### src/rtl/hazard_ctrl_unit_pkg.sv
// otter_hazard_pkg: shared state encoding and register constants for the hazard controller
package otter_hazard_pkg;
  typedef enum logic [1:0] {RUN, LOAD_STALL, FLUSH, MEM_WAIT} hz_state_t;
  localparam logic [4:0] REG_X0 = 5'd0;
endpackage

### src/rtl/hazard_ctrl_unit_sat_counter.sv
// sat_counter: event counter that sticks at all-ones instead of wrapping
module sat_counter #(
  parameter int W = 16
) (
  input  logic         clk,
  input  logic         rst,
  input  logic         inc,
  output logic [W-1:0] count
);
  always_ff @(posedge clk)
    if (rst) count <= '0;
    else if (inc && !(&count)) count <= count + W'(1);
endmodule

### src/rtl/hazard_ctrl_unit.sv
// hazard_ctrl_unit: load-use stall, branch flush and data-memory wait sequencing for the OTTER pipeline
module hazard_ctrl_unit
  import otter_hazard_pkg::*;
#(
  parameter int FLUSH_CYCLES = 2,
  parameter int CNT_W        = 16
) (
  input  logic             REG_CLOCK,
  input  logic             REG_RESET,
  input  logic [4:0]       IF_ID_RS1,
  input  logic [4:0]       IF_ID_RS2,
  input  logic             IF_ID_USES_RS1,
  input  logic             IF_ID_USES_RS2,
  input  logic [4:0]       ID_EX_RD,
  input  logic             ID_EX_MEMREAD2,
  input  logic             BRANCH_TAKEN,
  input  logic             DMEM_BUSY,
  output logic             PC_WRITE,
  output logic             IF_ID_WRITE,
  output logic             IF_ID_FLUSH,
  output logic             ID_EX_Controls_Sel,
  output logic             PIPE_HOLD,
  output logic [CNT_W-1:0] STALL_CNT,
  output logic [CNT_W-1:0] FLUSH_CNT
);
  localparam int CW = $clog2(FLUSH_CYCLES + 1);
  hz_state_t     state;
  logic [CW-1:0] flush_ctr;
  logic          pend_flush, lu_hazard, act, flush, stall;
  assign lu_hazard = ID_EX_MEMREAD2 && ID_EX_RD != REG_X0 &&
                     ((IF_ID_USES_RS1 && IF_ID_RS1 == ID_EX_RD) ||
                      (IF_ID_USES_RS2 && IF_ID_RS2 == ID_EX_RD));
  // act: cycle where branch/hazard logic decides; the MEM_WAIT exit cycle behaves as plain RUN
  assign act   = !REG_RESET && !DMEM_BUSY && state != MEM_WAIT;
  assign flush = act && (BRANCH_TAKEN || state == FLUSH);
  assign stall = act && !flush && lu_hazard;
  assign PIPE_HOLD          = !REG_RESET && DMEM_BUSY;
  assign PC_WRITE           = !REG_RESET && !DMEM_BUSY && !stall;
  assign IF_ID_WRITE        = PC_WRITE;
  assign IF_ID_FLUSH        = flush;
  assign ID_EX_Controls_Sel = !REG_RESET && !flush && !stall;
  always_ff @(posedge REG_CLOCK)
    if (REG_RESET) begin
      state      <= RUN;
      flush_ctr  <= '0;
      pend_flush <= 1'b0;
    end else if (DMEM_BUSY) begin
      state      <= MEM_WAIT;
      pend_flush <= pend_flush || BRANCH_TAKEN;
    end else if (state == MEM_WAIT) begin
      state      <= (pend_flush || flush_ctr != '0) ? FLUSH : RUN;
      flush_ctr  <= pend_flush ? CW'(FLUSH_CYCLES) : flush_ctr;
      pend_flush <= 1'b0;
    end else if (BRANCH_TAKEN) begin
      state     <= (FLUSH_CYCLES > 1) ? FLUSH : RUN;
      flush_ctr <= CW'(FLUSH_CYCLES - 1);
    end else if (state == FLUSH) begin
      state     <= (flush_ctr <= CW'(1)) ? RUN : FLUSH;
      flush_ctr <= flush_ctr - CW'(1);
    end else
      state <= lu_hazard ? LOAD_STALL : RUN;
  sat_counter #(.W(CNT_W)) u_stall_cnt (
    .clk(REG_CLOCK), .rst(REG_RESET), .inc(stall), .count(STALL_CNT)
  );
  sat_counter #(.W(CNT_W)) u_flush_cnt (
    .clk(REG_CLOCK), .rst(REG_RESET), .inc(act && BRANCH_TAKEN), .count(FLUSH_CNT)
  );
endmodule

### config.mk
export PLATFORM = sky130hd
export DESIGN_NAME = hazard_ctrl_unit
export DESIGN_NICKNAME = d
export VERILOG_FILES = /design/src/rtl/hazard_ctrl_unit_pkg.sv /design/src/rtl/hazard_ctrl_unit_sat_counter.sv /design/src/rtl/hazard_ctrl_unit.sv
export SDC_FILE = /design/constraint.sdc
export NUM_CORES = 1
export LEC_CHECK = 0
export ABC_CLOCK_PERIOD_IN_PS = 3300
export CAP_MARGIN = 20
export CORE_MARGIN = 8
export CORE_UTILIZATION = 48
export CTS_CLUSTER_DIAMETER = 60
export DETAILED_ROUTE_END_ITERATION = 10
export HOLD_SLACK_MARGIN = 0.08
export MAX_ROUTING_LAYER = met4
export PLACE_DENSITY = 0.85
export RECOVER_POWER = 25
export SLEW_MARGIN = 20
export SYNTH_ARGS = -nofsm -noshare
export SYNTH_HDL_FRONTEND = slang
export SYNTH_HIERARCHICAL = 1
export SYNTH_SLANG_ARGS = --single-unit
### constraint.sdc
create_clock -name REG_CLOCK -period 3.3 [get_ports REG_CLOCK]
set_input_delay 0.33 -clock REG_CLOCK [delete_from_list [all_inputs] [get_ports REG_CLOCK]]
set_output_delay 0.33 -clock REG_CLOCK [all_outputs]
set_load 0.005 [all_outputs]
==> results_dict.tcl <==
set metrics [dict create \
    status "complete, no violations" \
    hp-class "flop to flop" \
    drc_errors 0 \
    layout_setup_ws_ps 420 \
    power.leakage_nw 0.971 \
    die_h_um 82.3 \
    rsz0062_at_grt "no" \
    final.setup.tns_ps 0 \
    timing.rr.start "state[1]" \
    nNetsFinal 336 \
    crit_path_start "ID_EX_RD[2]" \
    rr_endpoint "u_stall_cnt/count[15]" \
    drv_slew 0 \
    grt_pass1_vias 1975 \
    clock.fmax_mhz 347 \
    postRouteAntennaNets 0 \
    grt_use_total 0.168 \
    root_buffer "clkbuf_8" \
    wl_per_cell_um 14.4 \
    gp_congestion 0.812 \
    drive_above_1_share 0.0707 \
    cts_tree "done" \
    path_class "input pin to flop" \
    power_density_nw_per_um2 305 \
    ctsResizeCount 0 \
    slew_headroom 0.145 \
    max_slew.worst_pin.slew_ps 1280 \
    ff2ff_path_depth 8 \
    insertion_delay_ps 290 \
    dpl.hpwl_um 3930 \
    die_area_um2 6780 \
    syn_area_um2 2110 \
    synth_nets 275 \
    grt_pass1_wl_um 8870 \
    async_flop_share 0 \
    routed_wl_um 5240 \
    synth-edff-count 0 \
    final.setup_skew_ps 5.35 \
    yosys.area.top_type_share 0.351 \
    final_cells 363 \
    setup_viol 0 \
    start_util 0.492 \
    detailedPlace.worstSlack_ps 129 \
    netlist.top_cell.by_area "dfxtp_1" \
    dr.first_iter.drc_count 145 \
    syn_to_final_growth_pct 32.7 \
    synth_flop_cell "dfxtp_1" \
    fp.coreArea_um2 4290 \
    crit_arrival_ps 3060 \
    dr.pass1.iters 4 \
    cp.required_ps 3480 \
    ys_seq_area_frac 0.351 \
    antenna_found_initial 0 \
    period_share 0.873 \
    antennaDiodeCount 0 \
    syn_avg_cell_area_um2 8.48 \
    die-width_um 82.3 \
    maxCapViolCount 0 \
    clk_transition_reported_paths_ps 70 \
    hold_start "flush_ctr[0]" \
    port_buffers 58 \
    cp-end-kind "flop" \
    synth.area.top_cells "dfxtp_1, nor2_1, xor2_1" \
    place_inst 355 \
    ios 59 \
    synth_seq_cells 37 \
    worstHoldPathCells 2 \
    cts.sinks 37 \
    grt-ovfl-total 0 \
    syn_inst 249 \
    numCtsBuffers 5 \
    via_per_inst 5.75 \
    synth_warnings 6 \
    startpoint_type "input pin" \
    finalCriticalPeriod_ps 2880 \
    htreeDepth 2 \
    cts_setup_buffers 0 \
    via_count 2089 \
    cts_hold_repair.buffers 0 \
    rows 24 \
    min_to "flush_ctr[0]" \
    r2r_slack_ps 1000 \
    yosysUniqueCellTypes 46 \
    cts.path.max_buffers 2 \
    grt_max_degree 31 \
    vdd_drop_max_v 0.000169 \
    crit_fanout 7 \
    hold_viol_final 0 \
    nFillCells 385 \
]
==> layout make-up <==
| type | count | area (µm²) | share of cell area |
|---|---|---|---|
| well taps | 52 | 65.1 | 0.0232 |
| multi-input cells | 196 | 1280 | 0.457 |
| flip-flops and latches | 37 | 741 | 0.264 |
| inverters | 8 | 30.0 | 0.0107 |
| clock buffers | 8 | 80.1 | 0.0286 |
| repair buffers | 62 | 607 | 0.217 |
==> through the flow <==
step                      total power [W]  cell area, µm²   util  hold slack (ps)
after floorplan                  0.000513            2110      -              454
after global placement           0.000558            2730  0.635              468
after detailed placement         0.000560            2730  0.635              474
after CTS                        0.000862            2810  0.654              485
after global routing             0.000894            2800  0.653              536
final                            0.000855            2800  0.653              477
==> per-layer routing <==
metal,GRT usage,vias to the layer above,routed length (µm)
li1,-,1064,-
met1,0.200,958,2360
met2,0.267,61,2480
met3,0.0476,6,336
met4,0.0509,0,62
met5,-,-,0
==> how the worst max path moves through the flow <==
| stage | to | slack, ps | depth (start not counted) |
|---|---|---|---|
| after floorplan | u_stall_cnt/count[15] | 470 | 9 |
| after detailed placement | u_stall_cnt/count[15] | 130 | 10 |
| final | u_stall_cnt/count[15] | 420 | 10 |
| after global placement | u_stall_cnt/count[15] | 200 | 10 |
| after CTS | u_stall_cnt/count[15] | 440 | 10 |
| after global routing | u_stall_cnt/count[15] | 190 | 10 |
==> cells in the mapped netlist (7+ instances only) <==
library cell and n:
inv_1 8, nor3_1 7, nand4_1 8, dfxtp_1 37, nand2_1 20, nand3_1 15
o31ai_1 8, xor2_1 10, nor4_1 8, a21oi_1 13, nor2_1 25
==> sequential cells by signal, indices dropped and copies added (netlist names) <==
name               cells
u_flush_cnt/count     16
u_stall_cnt/count     16
flush_ctr              2
state                  2
pend_flush             1
==> placed cells by master, fill, tap and decap left out, types with 10 or more instances in the layout <==
| cell type | Yosys | layout |
|---|---|---|
| dfxtp_1 | 37 | 37 |
| nand3_1 | 15 | 15 |
| a21oi_1 | 13 | 13 |
| xor2_1 | 10 | 10 |
| dlygate4sd3_1 | 0 | 15 |
| clkdlybuf4s50_1 | 0 | 43 |
| nor2_1 | 25 | 25 |
| nand2_1 | 20 | 20 |
==> logic make-up after synthesis <==
logic type / share of synthesized area
mux: 0.0403
flops: 0.351
simple gates: 0.307
buf+inv: 0.0432
fa+ha+maj: 0.0237
xor+xnor: 0.0663
compound gates: 0.168
==> power by group <==
| group | internal [W] | leakage [nW] | switching, W |
|---|---|---|---|
| Combinational | 0.0000503 | 0.632 | 0.0000419 |
| Sequential | 0.000452 | 0.299 | 0.00000474 |
| Clock | 0.000150 | 0.0395 | 0.000156 |
==> critical path: stages <==
cell and delay (ps):
clkdlybuf4s50_1 470, xor2_1 190, nor4_2 270, a32oi_1 200
nor4_1 260, buf_4 190, nand2_1 50, or3_1 420
nor4_1 310, mux2_2 370
(Power assumes the default switching activity.)
